$ cat config.mk
export PLATFORM = sky130hd
export DESIGN_NAME = sram_bridge
export DESIGN_NICKNAME = d
export VERILOG_FILES = /design/src/rtl/sram_bridge_pkg.sv /design/src/rtl/sram_bridge_lane_merge.sv /design/src/rtl/sram_bridge.sv
export SDC_FILE = /design/constraint.sdc
export NUM_CORES = 1
export LEC_CHECK = 0
export ABC_AREA = 0
export BUFFER_PORTS_ARGS = -buffer_cell sky130_fd_sc_hd__buf_2
export CAP_MARGIN = 5
export CORE_ASPECT_RATIO = 0.75
export CORE_MARGIN = 2
export CORE_UTILIZATION = 48
export DETAILED_ROUTE_END_ITERATION = 6
export PLACE_DENSITY = 0.85
export SETUP_SLACK_MARGIN = 0.5
export SYNTH_ARGS = -nofsm -noshare
export SYNTH_HDL_FRONTEND = slang
export SYNTH_SLANG_ARGS = --single-unit
export TNS_END_PERCENT = 100
$ cat constraint.sdc
create_clock -name clk -period 2.54 [get_ports clk]
set_clock_uncertainty 0.1 [all_clocks]
set_input_delay 0.381 -clock clk [delete_from_list [all_inputs] [get_ports clk]]
set_output_delay 0.381 -clock clk [all_outputs]
set_load 0.02 [all_outputs]
$ cat src/rtl/sram_bridge_pkg.sv
// Shared types and helpers for the CPU-bus to asynchronous-SRAM bridge.
package sram_bridge_pkg;

  typedef enum logic [1:0] {
    IDLE     = 2'd0,
    READ     = 2'd1,
    RMW_READ = 2'd2,
    WRITE    = 2'd3
  } state_t;

  localparam int LAT_W  = 3;
  localparam int MAX_DW = 64;
  localparam int MAX_NB = MAX_DW / 8;

  // Per-lane select: enabled lanes take new_dat, the rest keep old_dat.
  function automatic logic [MAX_DW-1:0] merge_lanes(
    input logic [MAX_NB-1:0] be,
    input logic [MAX_DW-1:0] new_dat,
    input logic [MAX_DW-1:0] old_dat
  );
    logic [MAX_DW-1:0] m;
    for (int i = 0; i < MAX_NB; i++) begin
      m[8*i +: 8] = be[i] ? new_dat[8*i +: 8] : old_dat[8*i +: 8];
    end
    return m;
  endfunction

endpackage

$ cat src/rtl/sram_bridge_lane_merge.sv
// Combinational byte-lane merge of new write data over data read back from the SRAM.
import sram_bridge_pkg::*;

module sram_bridge_lane_merge #(
  parameter int DW = 32
) (
  input  logic [DW/8-1:0] be,
  input  logic [DW-1:0]   new_dat,
  input  logic [DW-1:0]   old_dat,
  output logic [DW-1:0]   merged
);

  assign merged = DW'(merge_lanes(MAX_NB'(be), MAX_DW'(new_dat), MAX_DW'(old_dat)));

endmodule

$ cat src/rtl/sram_bridge.sv
// CPU I/O bus to asynchronous SRAM bridge with optional byte-lane strobes or read-modify-write.
// SRAM_BRIDGE_WRITE_POST_EN: acknowledge writes at acceptance and finish the SRAM cycle in the background.
import sram_bridge_pkg::*;

module sram_bridge #(
  parameter int DW        = 32,
  parameter int AW        = 19,
  parameter int LATENCY   = 1,
  parameter bit NATIVE_BE = 1'b0
) (
  input  logic              clk,
  input  logic              rst_b,
  input  logic              req_rd,
  input  logic              req_wr,
  input  logic [AW-1:0]     req_addr,
  input  logic [DW/8-1:0]   req_be,
  input  logic [DW-1:0]     req_wdata,
  output logic [DW-1:0]     rsp_rdata,
  output logic              rsp_ready,
  output logic              ram_cs_b,
  output logic              ram_oe_b,
  output logic              ram_we_b,
  output logic [DW/8-1:0]   ram_be_b,
  output logic [AW-1:0]     ram_addr,
  output logic [DW-1:0]     ram_dq_o,
  output logic              ram_dq_oe,
  input  logic [DW-1:0]     ram_dq_i
);

  localparam int NB = DW / 8;
  localparam logic [LAT_W-1:0] LAT = LAT_W'(LATENCY);
`ifdef SRAM_BRIDGE_WRITE_POST_EN
  localparam bit POST = 1'b1;
`else
  localparam bit POST = 1'b0;
`endif

  state_t           state, state_nxt;
  logic [LAT_W-1:0] lcount;
  logic [NB-1:0]    be_q;
  logic [DW-1:0]    merged;
  logic             accept, phase_end;

  assign accept    = (state == IDLE) && !rsp_ready && (req_rd || req_wr);
  assign phase_end = (state != IDLE) && (lcount == '0);

  always_ff @(posedge clk or negedge rst_b) begin
    if (!rst_b) state <= IDLE;
    else        state <= state_nxt;
  end

  always_comb begin
    state_nxt = state;
    case (state)
      IDLE: begin
        if (accept) begin
          if (req_rd)                      state_nxt = READ;
          else if (req_be == '0)           state_nxt = IDLE;
          else if (NATIVE_BE || (&req_be)) state_nxt = WRITE;
          else                             state_nxt = RMW_READ;
        end
      end
      READ:     if (phase_end) state_nxt = IDLE;
      RMW_READ: if (phase_end) state_nxt = WRITE;
      WRITE:    if (phase_end) state_nxt = IDLE;
      default:  state_nxt = IDLE;
    endcase
  end

  // Strobes decode straight from state so reset releases them without a clock.
  always_comb begin
    ram_cs_b  = 1'b1;
    ram_oe_b  = 1'b1;
    ram_we_b  = 1'b1;
    ram_be_b  = '1;
    ram_dq_oe = 1'b0;
    case (state)
      READ, RMW_READ: begin
        ram_cs_b = 1'b0;
        ram_oe_b = 1'b0;
        ram_be_b = '0;
      end
      WRITE: begin
        ram_cs_b  = 1'b0;
        ram_we_b  = 1'b0;
        ram_dq_oe = 1'b1;
        ram_be_b  = NATIVE_BE ? ~be_q : '0;
      end
      default: ;
    endcase
  end

  sram_bridge_lane_merge #(.DW(DW)) u_merge (
    .be      (be_q),
    .new_dat (ram_dq_o),
    .old_dat (ram_dq_i),
    .merged  (merged)
  );

  // ram_dq_o doubles as the write-data latch until the RMW merge overwrites it.
  always_ff @(posedge clk or negedge rst_b) begin
    if (!rst_b) begin
      lcount    <= '0;
      be_q      <= '0;
      ram_addr  <= '0;
      ram_dq_o  <= '0;
      rsp_rdata <= '0;
      rsp_ready <= 1'b0;
    end else begin
      rsp_ready <= 1'b0;
      if (accept) begin
        lcount   <= LAT;
        ram_addr <= req_addr;
        be_q     <= req_be;
        if (!req_rd) begin
          ram_dq_o <= req_wdata;
          if ((req_be == '0) || POST) rsp_ready <= 1'b1;
        end
      end else if (state != IDLE) begin
        if (lcount != '0) begin
          lcount <= lcount - LAT_W'(1);
        end else begin
          case (state)
            READ: begin
              rsp_rdata <= ram_dq_i;
              rsp_ready <= 1'b1;
            end
            RMW_READ: begin
              ram_dq_o <= merged;
              lcount   <= LAT;
            end
            WRITE:   rsp_ready <= !POST;
            default: ;
          endcase
        end
      end
    end
  end

endmodule

Word level (Yosys, flattened, before mapping)
Index checks and enable logic that the tools add are counted.
- register bits after elaboration: 93
- mux-type cells: 31
- bitwise gates (word level): 2
- reduce and logical (&&, ||, !) cells: 24
- add/sub/neg operators: 1
- equal/unequal tests: 12
- operator list (operator ; count):
    2-to-1 mux 32 bit ; 5
    2-to-1 mux 8 bit ; 4
    AND reduction 5 bit ; 4
    2-to-1 mux 3 bit ; 4
    2-to-1 mux 1 bit ; 11
    2-to-1 mux 2 bit ; 5
    != test 2 x 1 -> 1 bit, second input constant ; 5
    != test 2 bit, second input constant ; 4
    AND reduction 4 bit ; 2
    case mux 2 bit (3 select lines) ; 1
    nonzero test 2 bit ; 3
    nonzero test 3 bit ; 2
    == test 2 bit, second input constant ; 2
    zero test 4 bit ; 1
    2-to-1 mux 4 bit ; 1
    OR reduction 2 bit ; 2
    logical AND 1 bit ; 3
    zero test 3 bit ; 1
    AND reduction 3 bit ; 1
    OR reduction 3 bit ; 1
    subtractor 3 x 1 -> 3 bit, second input constant ; 1
    == test 2 x 1 -> 1 bit, second input constant ; 1
    zero test 2 bit ; 1
    inverter 1 bit ; 2
    other kinds (3) ; 3

Longest topological paths before layout
Gate-level depths: netlist of the first run.
- word-level depth: 6
- depth in mapped cells: 7

By module
From an unflattened synthesis of the first run, not the netlist that was laid out.
- cell total of the unflattened synthesis: 338
- area, all modules: 4461.8 um^2
- by module, submodules not included (module ; cells an instance ; instances ; area an instance (um^2)):
    sram_bridge ; 302 ; 1 ; 3936.3
    sram_bridge_lane_merge ; 36 ; 1 ; 525.5

Least setup slack after synthesis of the first run
OpenSTA, ideal clock, no wires.
- kind: register to register
- start: reg state[0]
- end: reg ram_dq_o[15]
- path buffers: 1
- cell stages (with the launch flop): 7
- setup time: 0.128 ns
- arrival time: 2.094 ns
- clock period less this slack: 2.321 ns
- slack: 0.219 ns
- path through: dfrtp_1 -> inv_1 -> ha_1 -> nor3b_1 -> buf_2 -> mux2_2 -> mux2_1
- longest elaborated chain between the ends: 5
- elaborated cells between the ends (all ways): 12
- ends and longest elaborated chain (element ; RTL line ; text):
    start: declaration ; sram_bridge.sv:38 ; state_t state, state_nxt;
    start signal: assignment ; sram_bridge.sv:49 ; else state <= state_nxt;
    zero test 2 bit ; sram_bridge.sv:44 ; assign accept = (state == IDLE) && !rsp_ready && (req_rd || req_wr);
    logical AND 1 bit (2 in series) ; sram_bridge.sv:44 ;
    != test 2 x 1 -> 1 bit (no line), or another cell as far along ; - ;
    AND reduction 5 bit (no line) ; - ;
    end signal: assignment ; sram_bridge.sv:116 ; ram_dq_o <= req_wdata;
    end signal: assignment ; sram_bridge.sv:129 ; ram_dq_o <= merged;
    end: declaration ; sram_bridge.sv:25 ; output logic [DW-1:0] ram_dq_o,
Parallel ways exist; a longest one is shown, timed or not.
A chain may end at the register's enable or synchronous reset.

Worst setup path in the final report of the first run
- start: reg state[1]
- end: reg rsp_rdata[23]
- longest elaborated chain between the ends: 5
- elaborated cells between the ends (all ways): 7
- ends and longest elaborated chain (element ; RTL line ; text):
    zero test 2 bit ; sram_bridge.sv:44 ;
    logical AND 1 bit (2 in series) ; sram_bridge.sv:44 ;
    inverter 1 bit (no line) ; - ;
    AND reduction 4 bit (no line) (*) ; - ;
    end signal: assignment ; sram_bridge.sv:125 ; rsp_rdata <= ram_dq_i;
    end: declaration ; sram_bridge.sv:18 ; output logic [DW-1:0] rsp_rdata,
Every way passes the cells marked *; elsewhere a longest branch is shown, timed or not.

==> results of run 1 <==
## report_power, final
group	total [uW]	switching, uW	internal [uW]
clock network	1330	539	791
logic	4550	2340	2210
registers	2660	404	2250
total	8540	3280	5260
## Yosys cell counts, types with 3 or more instances
library cell,n
dfrtp_1,93
mux2_2,87
mux2_4,30
buf_2,7
o21ai_0,6
inv_1,5
nand2b_1,5
buf_4,4
ha_1,4
nand2_1,4
nor2_1,4
buf_6,3
mux2_1,3
nor3_1,3
## layout make-up
| class | instances | area (sq um) | share of cell area |
|---|---|---|---|
| clock buffer | 11 | 243 | 0.0427 |
| clock inverter | 5 | 60.1 | 0.0106 |
| inverter | 5 | 18.8 | 0.00330 |
| multi-input combinational | 163 | 1830 | 0.321 |
| sequential | 93 | 2330 | 0.409 |
| tap | 108 | 135 | 0.0237 |
| timing repair buffer | 196 | 1080 | 0.190 |
## sequential cells by signal, indices dropped and copies added (netlist names)
signal	count
lcount	3
ram_addr	19
state	2
ram_dq_o	32
be_q	4
rsp_rdata	32
rsp_ready	1
## critical path, stage by stage (launching register included)
cell and delay, ps:
dfrtp_1 360, inv_2 60, ha_4 170, nor3b_4 140, buf_4 160, or4_4 460, buf_12 190, mux2_4 300
## kinds of logic after synthesis
family	Yosys count	synth area share
AO/OA/AOI/OAI	13	0.0191
AND/OR/NAND/NOR	25	0.0351
buffers and inverters	20	0.0289
flip-flops	93	0.554
multiplexers	121	0.351
adder cells (fa/ha/maj)	4	0.0119
## stage by stage
step	hold slack [ps]	setup WS, ps	utilization
2_1_floorplan	-14.6	517	-
3_3_place_gp	232	187	0.617
3_5_place_dp	236	94.5	0.617
4_1_cts	168	464	0.666
5_1_grt	169	396	0.670
6_report	180	456	0.670
## how the worst min path moves through the flow
stage	startpoint	end
final	req_addr[4]	ram_addr[4]
after global routing	req_addr[18]	ram_addr[18]
after CTS	req_addr[4]	ram_addr[4]
after detailed placement	rst_b	ram_addr[13]
after global placement	rst_b	ram_addr[12]
after floorplan	rst_b	be_q[0]
## layer usage
metal | global-route usage | up-vias | part of all wire
met4 | 0.0687 | 0 | 0.016
li1 | - | 1367 | -
met1 | 0.253 | 1503 | 0.41
met5 | 0 | - | 0
met2 | 0.364 | 111 | 0.51
met3 | 0.0586 | 13 | 0.063
## timing repair
item,CTS,global route
gates resized for setup,19,10
hold endpoints to repair,28,0
buffers inserted,6,0
setup endpoints to repair,90,64
hold buffers,1,0
pin swaps,0,3
==> summary.txt, run 1 <==
Finish
  – Design Area, Final: 0.00569 sq mm
  – Commonest non-fill, non-tap cell in the layout: buf_2
  – Fillcell total: 624
  – Layout Nets: 563
  – Share of cells above drive strength 1: 0.725
  – Layout Cells excl Fill: 581
  – Final antenna diode count: 0
  – Area Overhead vs Synth: 35.5%
  – Most frequent cells in the layout: 181 x buf_2, 93 x dfrtp_1, 87 x mux2_2, 31 x mux2_4, 9 x clkbuf_16

Worst setup path
  – Worst EP required: 2650 ps
  – Reg2reg start: state[1]
  – Critical path peak fanout: 18
  – Startpoint types: flop
  – Reg2reg end: rsp_rdata[23]
  – R2R depth: 7
  – Critical Path AT: 2200 ps
  – Worst Setup SP: state[1]
  – WS Path Type: reg -> reg
  – Critical Path End: rsp_rdata[23]
  – Flop2flop setup slack: 460 ps
  – Worst setup EP type: flop

STA
  – Pins Over Slew Limit: 0
  – Period utilisation layout: 0.821
  – Final setup fails: 0
  – Fmax: 0.480 GHz
  – Tmin final: 2080 ps
  – Final hold violation count: 0
  – RSZ-0062 raised after global routing: true
  – Setup TNS: 0 ps
  – Slew HR: 0.746
  – Slew @ Worst Pin: 377 ps

Route
  – Antenna viol nets, final: 0
  – Post-Route WL: 9940 um
  – DRC errors left: 0
  – WL per Instance: 17.1 um
  – Drt first-iter violations: 115
  – Via density: 5.15
  – Pre-antenna DRT Iters: 4
  – DR vias: 2994

Synth
  – Synth Cell Area: 0.00420 sq mm
  – Synthesized flop and latch total: 93
  – Synth Flop Type: dfrtp_1
  – EDFF count, synth: 0
  – Register area share after synthesis: 0.554
  – Async SR Flop Fraction: 1.00
  – Area contributors post-synth: dfrtp_1 55%, mux2_2 23%, mux2_4 11%
  – Share of Yosys cell area claimed by the top area cell type: 0.554
  – Syn nets: 371
  – Netlist cell types: 29
  – Cells after synthesis: 276
  – YS warnings: 0
  – Mapped Avg Cell Area: 15.2 sq um
  – Post-synth top area cell: dfrtp_1

Floorplan
  – Chip height: 85.0 um
  – Die extent in x: 112 um
  – Initial core utilization: 0.495
  – Die ar.: 0.00952 sq mm
  – Std-Cell Rows: 29
  – Core area: 0.00849 sq mm
  – IO Count: 183

Flow run
  – Max Cap Viol: 0

Global routing
  – Initial antenna violation count: 0
  – Vias in the first global route: 3110
  – Global-route wire length before repair: 15700 um
  – All-Layer GR Usage: 0.209
  – Global route overflow: 0
  – Largest net degree at the start of global routing: 42

Clock tree
  – TritonCTS clock tree: built
  – Number of CTS-inserted buffers: 9
  – Clk slew on worst S/H paths: 60 ps
  – Clock root buffer: clkbuf_16
  – CTS Buffer Depth: 2
  – Num Clock Sinks: 93
  – CTS H-tree depth: 3
  – Clock Latency Late Sink: 330 ps

Worst hold path
  – Worst hold path stage count: 2
  – HP Class: in -> reg

Power and ir drop
  – Leakage power: 0.00283 uW
  – Post-layout power: 8540 uW
  – Power density over the cells: 1500 mW/mm^2
  – Maximum VDD drop: 0.00101 V

Place
  – Area after DPL: 0.00524 sq mm
  – Placer Congestion: 0.796
  – Cell Count Post-Placement: 558
  – PortBufs: 182
  – Post-DP HPWL: 7390 um

Run status
  – Outcome: completed
Power figures use the tool's default switching activity.
==> inputs of run 2 (changes only) <==
--- a/config.mk
+++ b/config.mk
@@ -5,14 +5,14 @@
 export SDC_FILE = /design/constraint.sdc
 export NUM_CORES = 1
 export LEC_CHECK = 0
-export ABC_AREA = 0
+export ABC_AREA = 1
 export BUFFER_PORTS_ARGS = -buffer_cell sky130_fd_sc_hd__buf_2
 export CAP_MARGIN = 5
 export CORE_ASPECT_RATIO = 0.75
 export CORE_MARGIN = 2
 export CORE_UTILIZATION = 48
 export DETAILED_ROUTE_END_ITERATION = 6
-export PLACE_DENSITY = 0.85
+export PLACE_DENSITY = 0.84
 export SETUP_SLACK_MARGIN = 0.5
 export SYNTH_ARGS = -nofsm -noshare
 export SYNTH_HDL_FRONTEND = slang
==> constraint.sdc (replaced) <==
create_clock -name clk -period 1.97 [get_ports clk]
set_clock_uncertainty 0.1 [all_clocks]
set_input_delay 0.2955 -clock clk [delete_from_list [all_inputs] [get_ports clk]]
set_output_delay 0.2955 -clock clk [all_outputs]
set_load 0.02 [all_outputs]
==> summary.txt, run 2 <==
Power and ir drop
  – Sequential Power Share: 0.273
  – Leakage power: 0.00361 uW
  – Maximum VDD drop: 0.000792 V
  – Switching pwr: 5550 uW
  – Power density over the cells: 1850 mW/mm^2
  – Combinational Power Share: 0.583
  – Switching Share: 0.461
  – Power Internal: 6500 uW
  – Clock power share: 0.145

Global routing
  – Largest net degree at the start of global routing: 47
  – Vias in the first global route: 4458
  – GR peak layer: met2
  – All-Layer GR Usage: 0.292
  – Met2 global-route usage: 0.486
  – Initial antenna violation count: 0
  – Global route overflow: 0
  – Met3 GRT Util: 0.0806
  – Met1 Use GR: 0.356
  – Global-route wire length before repair: 22000 um

Flow run
  – Max Cap Viol: 0

Finish
  – Top Registers: ram_dq_o: 32 flops, rsp_rdata: 32 flops, ram_addr: 19 flops
  – Layout Nets: 818
  – Layout Cells excl Fill: 835
  – Multi-input logic area: 0.00205 sq mm
  – Commonest non-fill, non-tap cell in the layout: nand2_1
  – Design Area, Final: 0.00652 sq mm
  – Area Overhead vs Synth: 51.0%
  – Most frequent cells in the layout: 175 x nand2_1, 173 x buf_2, 93 x dfrtp_1, 51 x nand3_1, 43 x inv_1
  – Register area: 0.00233 sq mm
  – Final antenna diode count: 0
  – Share of cells above drive strength 1: 0.437
  – Fillcell total: 557

Route
  – Pre-antenna DRT Iters: 7
  – Post-Route WL: 15300 um
  – DR vias: 4680
  – DRC errors left: 0
  – Drt first-iter violations: 587
  – Via density: 5.60
  – WL per Instance: 18.4 um
  – Antenna viol nets, final: 0

Floorplan
  – Die ar.: 0.00978 sq mm
  – Core area: 0.00860 sq mm
  – IO Count: 183
  – Std-Cell Rows: 29
  – Die extent in x: 114 um
  – Chip height: 86.2 um
  – Initial core utilization: 0.502

Worst setup path
  – Worst EP required: 2110 ps
  – Critical Path AT: 1990 ps
  – R2R depth: 6
  – WS Path Type: reg -> reg
  – Reg2reg end: rsp_rdata[18]
  – Flop2flop setup slack: 120 ps
  – Reg2reg start: lcount[1]
  – Worst setup EP type: flop
  – Startpoint types: flop
  – Worst Setup SP: lcount[1]
  – Critical path peak fanout: 24

Worst hold path
  – Hold Path Origin: req_addr[17]
  – HP Class: in -> reg
  – WHS Endpoint: ram_addr[17]
  – Worst hold path stage count: 2

Synth
  – YS warnings: 0
  – Async SR Flop Fraction: 1.00
  – Syn nets: 603
  – Share of Yosys cell area claimed by the top area cell type: 0.539
  – Synth Flop Type: dfrtp_1
  – Netlist cell types: 22
  – Commonest cells post-synth: 181 x nand2_1, 93 x dfrtp_1, 74 x nand3_1
  – Register area share after synthesis: 0.539
  – Post-synth top area cell: dfrtp_1
  – Most common cell in the netlist: nand2_1
  – Post-synthesis xor/xnor area fraction: 0
  – Synth Area in Compound Gates: 0.0576
  – Synthesized flop and latch total: 93
  – Area contributors post-synth: dfrtp_1 54%, nand2_1 16%, nand3_1 8.6%
  – Cells after synthesis: 508
  – Adder-cell share of the synthesized area: 0.0116
  – Main combinational cell family by area after synthesis: simple AND/OR/NAND/NOR gates
  – Mux contribution to synthesized area: 0.0495
  – Simple-gate share of the synthesized area: 0.268
  – Mapped Avg Cell Area: 8.50 sq um
  – Synth Cell Area: 0.00432 sq mm
  – EDFF count, synth: 0

STA
  – Tmin final: 1850 ps
  – Slew HR: 0.639
  – Period utilisation layout: 0.937
  – RSZ-0062 raised after global routing: true
  – Final hold violation count: 0
  – Setup TNS: 0 ps
  – Slew @ Worst Pin: 540 ps
  – Fmax: 0.542 GHz
  – Pins Over Slew Limit: 0
  – Final setup fails: 0

Place
  – Area after DPL: 0.00546 sq mm
  – Placer Congestion: 0.879
  – PortBufs: 182
  – Cell Count Post-Placement: 787
  – Post-DP HPWL: 8900 um

Clock tree
  – CTS H-tree depth: 3
  – Num Clock Sinks: 93
  – TritonCTS clock tree: built
  – Clock Latency Late Sink: 340 ps
  – CTS Buffer Depth: 2
  – Clk slew on worst S/H paths: 70 ps
  – Number of CTS-inserted buffers: 9
  – Clock root buffer: clkbuf_16

Run status
  – Outcome: completed
run 2: stage by stage:
stage	hold WS, ps	power, uW	util	setup slack [ps]
3_5_place_dp	198	8420	0.634	57.6
5_1_grt	79.4	12700	0.758	41.2
3_3_place_gp	183	8250	0.634	128
6_report	77.7	12000	0.758	125
2_1_floorplan	-100	6750	-	229
4_1_cts	70.3	11400	0.734	261
run 2: how the worst max path moves through the flow:
stage	end	slack, ps	cells past startpoint
3_5_place_dp	ram_dq_o[29]	60	9
4_1_cts	ram_addr[5]	260	8
6_report	rsp_rdata[18]	120	6
2_1_floorplan	ram_dq_o[0]	230	10
5_1_grt	rsp_rdata[18]	40	6
3_3_place_gp	ram_dq_o[10]	130	9
run 2: cells by family after synthesis:
| group | count (synthesis) |
|---|---|
| AND/OR/NAND/NOR | 269 |
| flip-flops | 93 |
| buffers and inverters | 75 |
| AO/OA/AOI/OAI | 48 |
| multiplexers | 19 |
| adder cells (fa/ha/maj) | 4 |
run 2: cell type report:
| cell class | count | area share |
|---|---|---|
| clock inverters | 6 | 0.0109 |
| flip-flops and latches | 93 | 0.357 |
| clock buffers | 9 | 0.0345 |
| multi-input cells | 344 | 0.314 |
| repair buffers | 226 | 0.234 |
| well taps | 108 | 0.0207 |
| inverters | 49 | 0.0286 |
run 2: what timing repair did:
action	4_1_cts	5_1_grt
endpoints found under the hold margin	35	0
pin swaps	10	13
resized for setup	80	22
buffers inserted	18	2
hold buffers	1	0
gates cloned	7	5
endpoints found under the setup margin	101	101
run 2: routing by layer:
layer / part of all wire / up-vias
li1: - / 2069
met1: 0.39 / 2202
met4: 0.038 / 0
met2: 0.48 / 349
met3: 0.098 / 60
met5: 0 / -
run 2: worst max-delay path, stage by stage, from the launching register on:
cell,delay (ps)
dfrtp_1,420
nor2_2,190
nand2_1,200
inv_1,230
nand3_4,190
buf_12,210
o21ai_0,200
run 2: power by group through the flow:
stage                     clock network, uW  registers, uW  logic [uW]
final                                  1750           3280        7020
after floorplan                           0           4110        2640
after detailed placement                  0           3240        5180
after global routing                   1840           3350        7500
after global placement                    0           3200        5040
after CTS                              1760           3250        6390
